[src/rtl/dsa_pkg.sv]
// Shared constants for the digit-serial adder: FSM encoding, slice width and
// the slice-counter width helper.
package dsa_pkg;

  localparam logic [1:0] IDLE = 2'd0;
  localparam logic [1:0] RUN  = 2'd1;
  localparam logic [1:0] DONE = 2'd2;

  localparam int SLICE_W = 2;

  // Counter must index WIDTH/SLICE_W slices; keep at least one bit for WIDTH=2.
  function automatic int count_width(input int width);
    int n;
    n = $clog2(width / SLICE_W);
    return (n < 1) ? 1 : n;
  endfunction

endpackage

[src/rtl/csel_slice_2bit.sv]
// Combinational carry-select slice: precomputes both carry-in cases and lets
// the registered carry pick the result through the 2-bit mux.
module csel_slice_2bit
  import dsa_pkg::*;
(
  input  logic [SLICE_W-1:0] a,
  input  logic [SLICE_W-1:0] b,
  input  logic               carry_in,
  output logic [SLICE_W-1:0] sum,
  output logic               carry_out
);

  logic [SLICE_W:0] sum0;
  logic [SLICE_W:0] sum1;

  assign sum0 = {1'b0, a} + {1'b0, b};
  assign sum1 = {1'b0, a} + {1'b0, b} + {{SLICE_W{1'b0}}, 1'b1};

  multiplexer_2bit u_mux (
    .d0         (sum0[SLICE_W-1:0]),
    .d1         (sum1[SLICE_W-1:0]),
    .Select_bit (carry_in),
    .y          (sum)
  );

  assign carry_out = carry_in ? sum1[SLICE_W] : sum0[SLICE_W];

endmodule

[src/rtl/multiplexer_2bit.sv]
// Two-input, 2-bit wide multiplexer; Select_bit=1 picks d1.
module multiplexer_2bit (
  input  logic [1:0] d0,
  input  logic [1:0] d1,
  input  logic       Select_bit,
  output logic [1:0] y
);

  assign y = Select_bit ? d1 : d0;

endmodule

[src/rtl/digit_serial_adder.sv]
// Digit-serial WIDTH-bit adder, one 2-bit carry-select slice per clock, LSB first.
// Optional signed-overflow output Ovf is built only when DSA_OVERFLOW_EN is defined.
module digit_serial_adder
  import dsa_pkg::*;
#(
  parameter int WIDTH = 8
) (
  input  logic             clk,
  input  logic             rst_n,
  input  logic             start,
  input  logic [WIDTH-1:0] A,
  input  logic [WIDTH-1:0] B,
  input  logic             Cin,
  output logic             busy,
  output logic             done,
  output logic [WIDTH-1:0] S,
  output logic             Cout
`ifdef DSA_OVERFLOW_EN
  ,
  output logic             Ovf
`endif
);

  localparam int CNT_W = count_width(WIDTH);
  localparam logic [CNT_W-1:0] LAST_SLICE = CNT_W'(WIDTH / SLICE_W - 1);

  generate
    if (WIDTH < SLICE_W || (WIDTH % SLICE_W) != 0) begin : g_bad_width
      $error("digit_serial_adder: WIDTH must be even and >= 2");
    end
  endgenerate

  logic [1:0]         state_reg;
  logic [CNT_W-1:0]   count_reg;
  logic               carry_reg;
  logic [WIDTH-1:0]   a_reg;
  logic [WIDTH-1:0]   b_reg;
  logic [WIDTH-1:0]   s_reg;
  logic               cout_reg;

  logic               accept;
  logic               last_slice;
  logic [SLICE_W-1:0] slice_a;
  logic [SLICE_W-1:0] slice_b;
  logic [SLICE_W-1:0] slice_sum;
  logic               slice_carry;

  // start is honoured only outside RUN, which also gives back-to-back from DONE.
  assign accept     = start && (state_reg == IDLE || state_reg == DONE);
  assign last_slice = (count_reg == LAST_SLICE);

  assign slice_a = a_reg[count_reg * SLICE_W +: SLICE_W];
  assign slice_b = b_reg[count_reg * SLICE_W +: SLICE_W];

  csel_slice_2bit u_slice (
    .a         (slice_a),
    .b         (slice_b),
    .carry_in  (carry_reg),
    .sum       (slice_sum),
    .carry_out (slice_carry)
  );

  always_ff @(posedge clk or negedge rst_n) begin
    if (!rst_n) begin
      state_reg <= IDLE;
      count_reg <= '0;
      carry_reg <= 1'b0;
      a_reg     <= '0;
      b_reg     <= '0;
      s_reg     <= '0;
      cout_reg  <= 1'b0;
    end else begin
      case (state_reg)
        RUN: begin
          s_reg[count_reg * SLICE_W +: SLICE_W] <= slice_sum;
          carry_reg <= slice_carry;
          if (last_slice) begin
            cout_reg  <= slice_carry;
            state_reg <= DONE;
          end else begin
            count_reg <= count_reg + 1'b1;
          end
        end
        IDLE, DONE: begin
          if (accept) begin
            a_reg     <= A;
            b_reg     <= B;
            carry_reg <= Cin;
            s_reg     <= '0;
            cout_reg  <= 1'b0;
            count_reg <= '0;
            state_reg <= RUN;
          end else begin
            state_reg <= IDLE;
          end
        end
        default: state_reg <= IDLE;
      endcase
    end
  end

`ifdef DSA_OVERFLOW_EN
  logic ovf_reg;

  // Evaluated on the final slice so Ovf is valid together with done; the new
  // MSB of S is the high bit of that last slice sum.
  always_ff @(posedge clk or negedge rst_n) begin
    if (!rst_n) begin
      ovf_reg <= 1'b0;
    end else if (accept) begin
      ovf_reg <= 1'b0;
    end else if (state_reg == RUN && last_slice) begin
      ovf_reg <= (a_reg[WIDTH-1] == b_reg[WIDTH-1]) &&
                 (slice_sum[SLICE_W-1] != a_reg[WIDTH-1]);
    end
  end

  assign Ovf = ovf_reg;
`endif

  assign busy = (state_reg == RUN);
  assign done = (state_reg == DONE);
  assign S    = s_reg;
  assign Cout = cout_reg;

endmodule
[config.mk]
export PLATFORM = sky130hd
export DESIGN_NAME = digit_serial_adder
export DESIGN_NICKNAME = d
export VERILOG_FILES = /design/src/rtl/dsa_pkg.sv /design/src/rtl/csel_slice_2bit.sv /design/src/rtl/multiplexer_2bit.sv /design/src/rtl/digit_serial_adder.sv
export SDC_FILE = /design/constraint.sdc
export NUM_CORES = 1
export LEC_CHECK = 0
export CORE_ASPECT_RATIO = 0.6
export CORE_MARGIN = 2
export CORE_UTILIZATION = 25
export DETAILED_ROUTE_END_ITERATION = 16
export GPL_ROUTABILITY_DRIVEN = 0
export MAX_ROUTING_LAYER = met4
export PLACE_DENSITY = 0.51
export SYNTH_ARGS = -nofsm -noshare
export SYNTH_HDL_FRONTEND = slang
export SYNTH_SLANG_ARGS = --single-unit
[constraint.sdc]
create_clock -name clk -period 2.35 [get_ports clk]
set_input_delay 0.47 -clock clk [delete_from_list [all_inputs] [get_ports clk]]
set_output_delay 0.47 -clock clk [all_outputs]
set_load 0.1 [all_outputs]
[After elaboration in Yosys (flattened, before gate mapping)]
Cells that the tools add are included.
Word-level totals
  register bits after elaboration: 30
  input bits: 20
  output and inout bits: 11
  word-level logic and storage cells: 46
Operators by class
  $add $sub $neg: 4
  equality and inequality tests: 6
  shift operators: 4
  muxes and demuxes: 16
  reduce and logical (&&, ||, !) cells: 9
Operators with widths (number)
  $neg 3->34: 1
  $shift 2x34->8 const A: 1
  $shiftx 2x34->8: 1
  $pmux 8 s2: 1
  $shiftx 8x4->2: 2
  $bwmux 8: 1
  $mux 2: 4
  $mux 8: 1
  $pmux 2 s2: 2
  $reduce_and 3->1: 2
  $mux 1: 5
  $eq 2x2->1 const B: 2
  $ne 2x2->1 const B: 2
  $pmux 1 s2: 2
  $reduce_and 2->1: 2
  $add 2x2->3: 1
  $add 3x1->3 const B: 1
  $add 2x1->2 const B: 1
  $eq 2x1->1 const B: 1
  $logic_not 2->1: 1
  $ne 2x1->1 const B: 1
  $reduce_bool 2->1: 1
  $reduce_or 2->1: 1
  $logic_and 1x1->1: 1
  $logic_or 1x1->1: 1

[Depth between registers and ports, before layout]
  word-level depth: 7
  depth in mapped cells: 10
  gate-level depth less buffers: 9

[Cells and area by module]
From an unflattened synthesis, not the netlist that was laid out.
Second synthesis, totals
  cells, all modules: 153
  area, all modules: 1592.8 um^2
By module, submodules not included
  digit_serial_adder: instances 1, cells each 145, area each 1508.9 um^2, seq. area each 750.7 um^2
  csel_slice_2bit: instances 1, cells each 6, area each 61.3 um^2, seq. area each 0.0 um^2
  multiplexer_2bit: instances 1, cells each 2, area each 22.5 um^2, seq. area each 0.0 um^2

[Worst setup path before layout]
No wires, ideal clock.
  kind: reg-to-reg
  start: reg count_reg[0]
  end: reg cout_reg (netlist: Cout)
  library setup time: 0.126 ns
  data arrival time: 2.402 ns
  required time: 2.224 ns
  setup slack: -0.178 ns
  cell stages (with the launch flop): 11
  buffers on the path: 1
  period minus slack after synthesis: 2.528 ns
  cells stage by stage: dfrtp_1 > buf_4 > mux4_2 > ha_1 > inv_1 > fa_1 > inv_1 > ha_1 > a21oi_1 > o21a_1 > mux2_2
Between the ends
  cells in the longest elaborated chain, start to end: 6
  elaborated cells between the ends (all ways): 10
  those cells by class: 2 x add/sub; 2 x eq/ne; 2 x shift; 3 x mux; 1 x reduce/logical
Ends and longest elaborated chain
  start, declared: line digit_serial_adder.sv:34  | logic [CNT_W-1:0] count_reg;
  start signal, assigned: line digit_serial_adder.sv:81  | count_reg <= count_reg + 1'b1;
  $shiftx 8x4->2, on equally long branches: line digit_serial_adder.sv:52, digit_serial_adder.sv:53
  $add 2x2->3: line csel_slice_2bit.sv:16, csel_slice_2bit.sv:17
  $add 3x1->3: line csel_slice_2bit.sv:17  | assign sum1 = {1'b0, a} + {1'b0, b} + {{SLICE_W{1'b0}}, 1'b1};
  $mux 1: line csel_slice_2bit.sv:26  | assign carry_out = carry_in ? sum1[SLICE_W] : sum0[SLICE_W];
  $mux 1: line digit_serial_adder.sv:77  | if (last_slice) begin
  $pmux 1 s2: line digit_serial_adder.sv:73  | case (state_reg)
  end signal, assigned: line digit_serial_adder.sv:78  | cout_reg <= slice_carry;
  end, declared: line digit_serial_adder.sv:39  | logic cout_reg;
Parallel ways exist; a longest one is shown, timed or not. The select of a mux whose other input is x is not followed.
A chain may end at the register's enable or synchronous reset.

[Final worst setup path]
Same ends and word-level chain as after synthesis.

==> reports/metrics.cfg <==
[run_status]
run_status=complete, but fails checks
violations=negative setup slack

[synthesis]
yosysWarnings=0
async_reset_ff_share_pct=100
synth_top_area_cell=dfrtp_1
yosysUniqueCellTypes=31
yosysSeqAreaShare_pct=50.0
syn_area_sq_mm=0.00150
synthTopCellsByArea=dfrtp_1 50%, nand2_1 12%, mux4_2 6.0%
synth_area_per_cell_sq_um=10.3
yosys.area.top_type_share_pct=50.0
postSynthCellCount=146
synth_edf_count=0
ys.flop_type=dfrtp_1
ys_ff_latch=30
synth_nets=174

[clock_tree]
cts_root_buf=clkbuf_8
numClockSinks=30
clk_latency_ns=0.28
htreeDepth=2
clock_path_buffers=2
cts-buffers-inserted=5
ctsHoldBuffers=0
cts_tree=built
path_clk_slew_ns=0.07

[sta]
slew_headroom_pct=52.3
setup_slack_ns=-0.0863
rsz0062_at_grt=yes
hold_viol=0
finalSetupViolCount=3
tightest_slew_ns=0.716
fin_skew_ns=0.00800
finalCritPeriodShare_pct=104
max_freq_mhz=410
timing.final.max_slew_violations=0
layout_min_cycle_time_ns=2.44

[worst_hold_path]
whs_endpoint=a_reg[6]
hp-start=a_reg[6]
hold_depth=2
min_path_type=flop to flop

[final_layout]
multi_input_area_sq_um=702
final_cell_mix=49 x nand2_1, 29 x dfrtp_1, 19 x clkdlybuf4s50_1
num-nets-final=211
seq_area_sq_um=752
layout_commonest_cell=nand2_1
design_area_sq_mm=0.00202
area_growth_pct=34.3
fillers=613
antenna_cells=0
drive_gt1_share_pct=22.8

[setup_path]
critical_path_required_ns=2.52
endpoint_kind=flop
critPathLaunchType=flop
path_class=flop to flop
slowest_delay_ns=0.56
cp_data_arrival_time_ns=2.60
rr_worst_depth=9
path_cells=buf_6, mux4_2, inv_2, fa_1, inv_2, ha_4, and3_4, o21a_1, mux2_2
crit_top_cell=inv_2
cp_slowest_cell=fa_1
r2r_start=count_reg[0]
reg2reg_slack_ns=-0.09
r2r-end=Cout
cp_max_fo=3

[global_route]
antenna_found_initial=0
grt_pass1_vias=1156
grt_max_degree=31
grt-ovfl-total=0
grt_pass1_wl_um=5760
grt_usage_pct=11.7

[die]
die_w_um=104
rows=21
start_util_pct=26.5
core_sq_mm=0.00568
die_y_um=64.0
die-area_sq_mm=0.00666
ios=31

[placement]
numPortBuffers=30
postPlaceCellArea_sq_mm=0.00190
dp_hpwl_um=2580

[route]
drc=0
routedLengthMet1_um=1930
routed.top_layer=met4
wl_um=3440
dr_wl_met3_um=234
avgViaCountPerCell=4.26
via_count=1125
dr.first_iter.drc_count=32
dr.pass1.iters=4
route.met2.wl_um=1240
postRouteAntennaNets=0
wl_per_cell_um=13.0

[flow_run]
drv_cap=0

## logic make-up after synthesis
logic type	Yosys count	share of synthesized area, %
and+or+nand+nor	65	19.5
DFF	30	50.0
adders and majority gates	8	7.17
buffers and inverters	15	5.25
muxes	5	6.75
xor gates and xnor gates	2	1.17
AOI/OAI and AO/OA	21	10.2
## routing by layer
metal  up-vias  track usage [%]
met5         -                -
met4         0             4.56
met3         5             4.29
met2        33             13.6
met1       527             17.5
li1        560                -
## stage by stage
| step | setup slack (ns) | utilization, % | instances | hold WS, ns | TNS, ns |
|---|---|---|---|---|---|
| CTS | -0.116 | 35.4 | 263 | 0.485 | -0.281 |
| detailed placement | -0.122 | 33.5 | 255 | 0.468 | -0.201 |
| global placement | -0.0746 | 33.5 | 255 | 0.464 | -0.0746 |
| floorplan | -0.140 | - | 146 | 0.174 | -0.274 |
| global route | -0.166 | 35.5 | 264 | 0.506 | -0.614 |
| finish | -0.0863 | 35.5 | 264 | 0.481 | -0.106 |
## cell usage after synthesis (2+ instances only)
cell and number:
a21oi_1 6, a21oi_2 2, a22o_1 4, and4_1 2
buf_2 3, buf_4 3, dfrtp_1 30, ha_1 7
inv_1 8, mux4_2 4, nand2_1 49, nand3_1 2
nand4_1 2, nor2_1 2, nor2b_1 2, o21ai_0 2
o2bb2ai_1 4
## worst max-delay path by stage
stage,from,end,slack (ns),cells after the start
2_1_floorplan,count_reg[0],Cout,-0.14,10
3_3_place_gp,count_reg[0],Cout,-0.07,9
3_5_place_dp,count_reg[0],Cout,-0.12,9
4_1_cts,count_reg[0],Cout,-0.12,9
5_1_grt,count_reg[0],Cout,-0.17,9
6_report,count_reg[0],Cout,-0.09,9
## cell type report
| cell class | count | area share [%] |
|---|---|---|
| flip-flops and latches | 30 | 37.3 |
| inverters | 8 | 1.49 |
| multi-input cells | 101 | 34.8 |
| repair buffers | 37 | 16.9 |
| well taps | 80 | 4.96 |
| clock inverters | 1 | 0.248 |
| clock buffers | 7 | 4.28 |
## repair_timing
item	in CTS	in global routing
setup buffers	0	1
pin swaps	2	2
setup endpoints to repair	6	6
gates resized for setup	2	2
## worst max-delay path, delay by kind of cell, from the launching register on
| family | cells | cell delay, ns |
|---|---|---|
| multiplexers | 2 | 0.60 |
| flip-flops | 1 | 0.44 |
| AND/OR/NAND/NOR | 1 | 0.16 |
| buffers and inverters | 3 | 0.22 |
| adder cells (fa/ha/maj) | 2 | 0.71 |
| AO/OA/AOI/OAI | 1 | 0.19 |
Power is left out: the tool's default activity adds up to more than one toggle a clock period on the data nets, which glitch-free logic cannot reach.
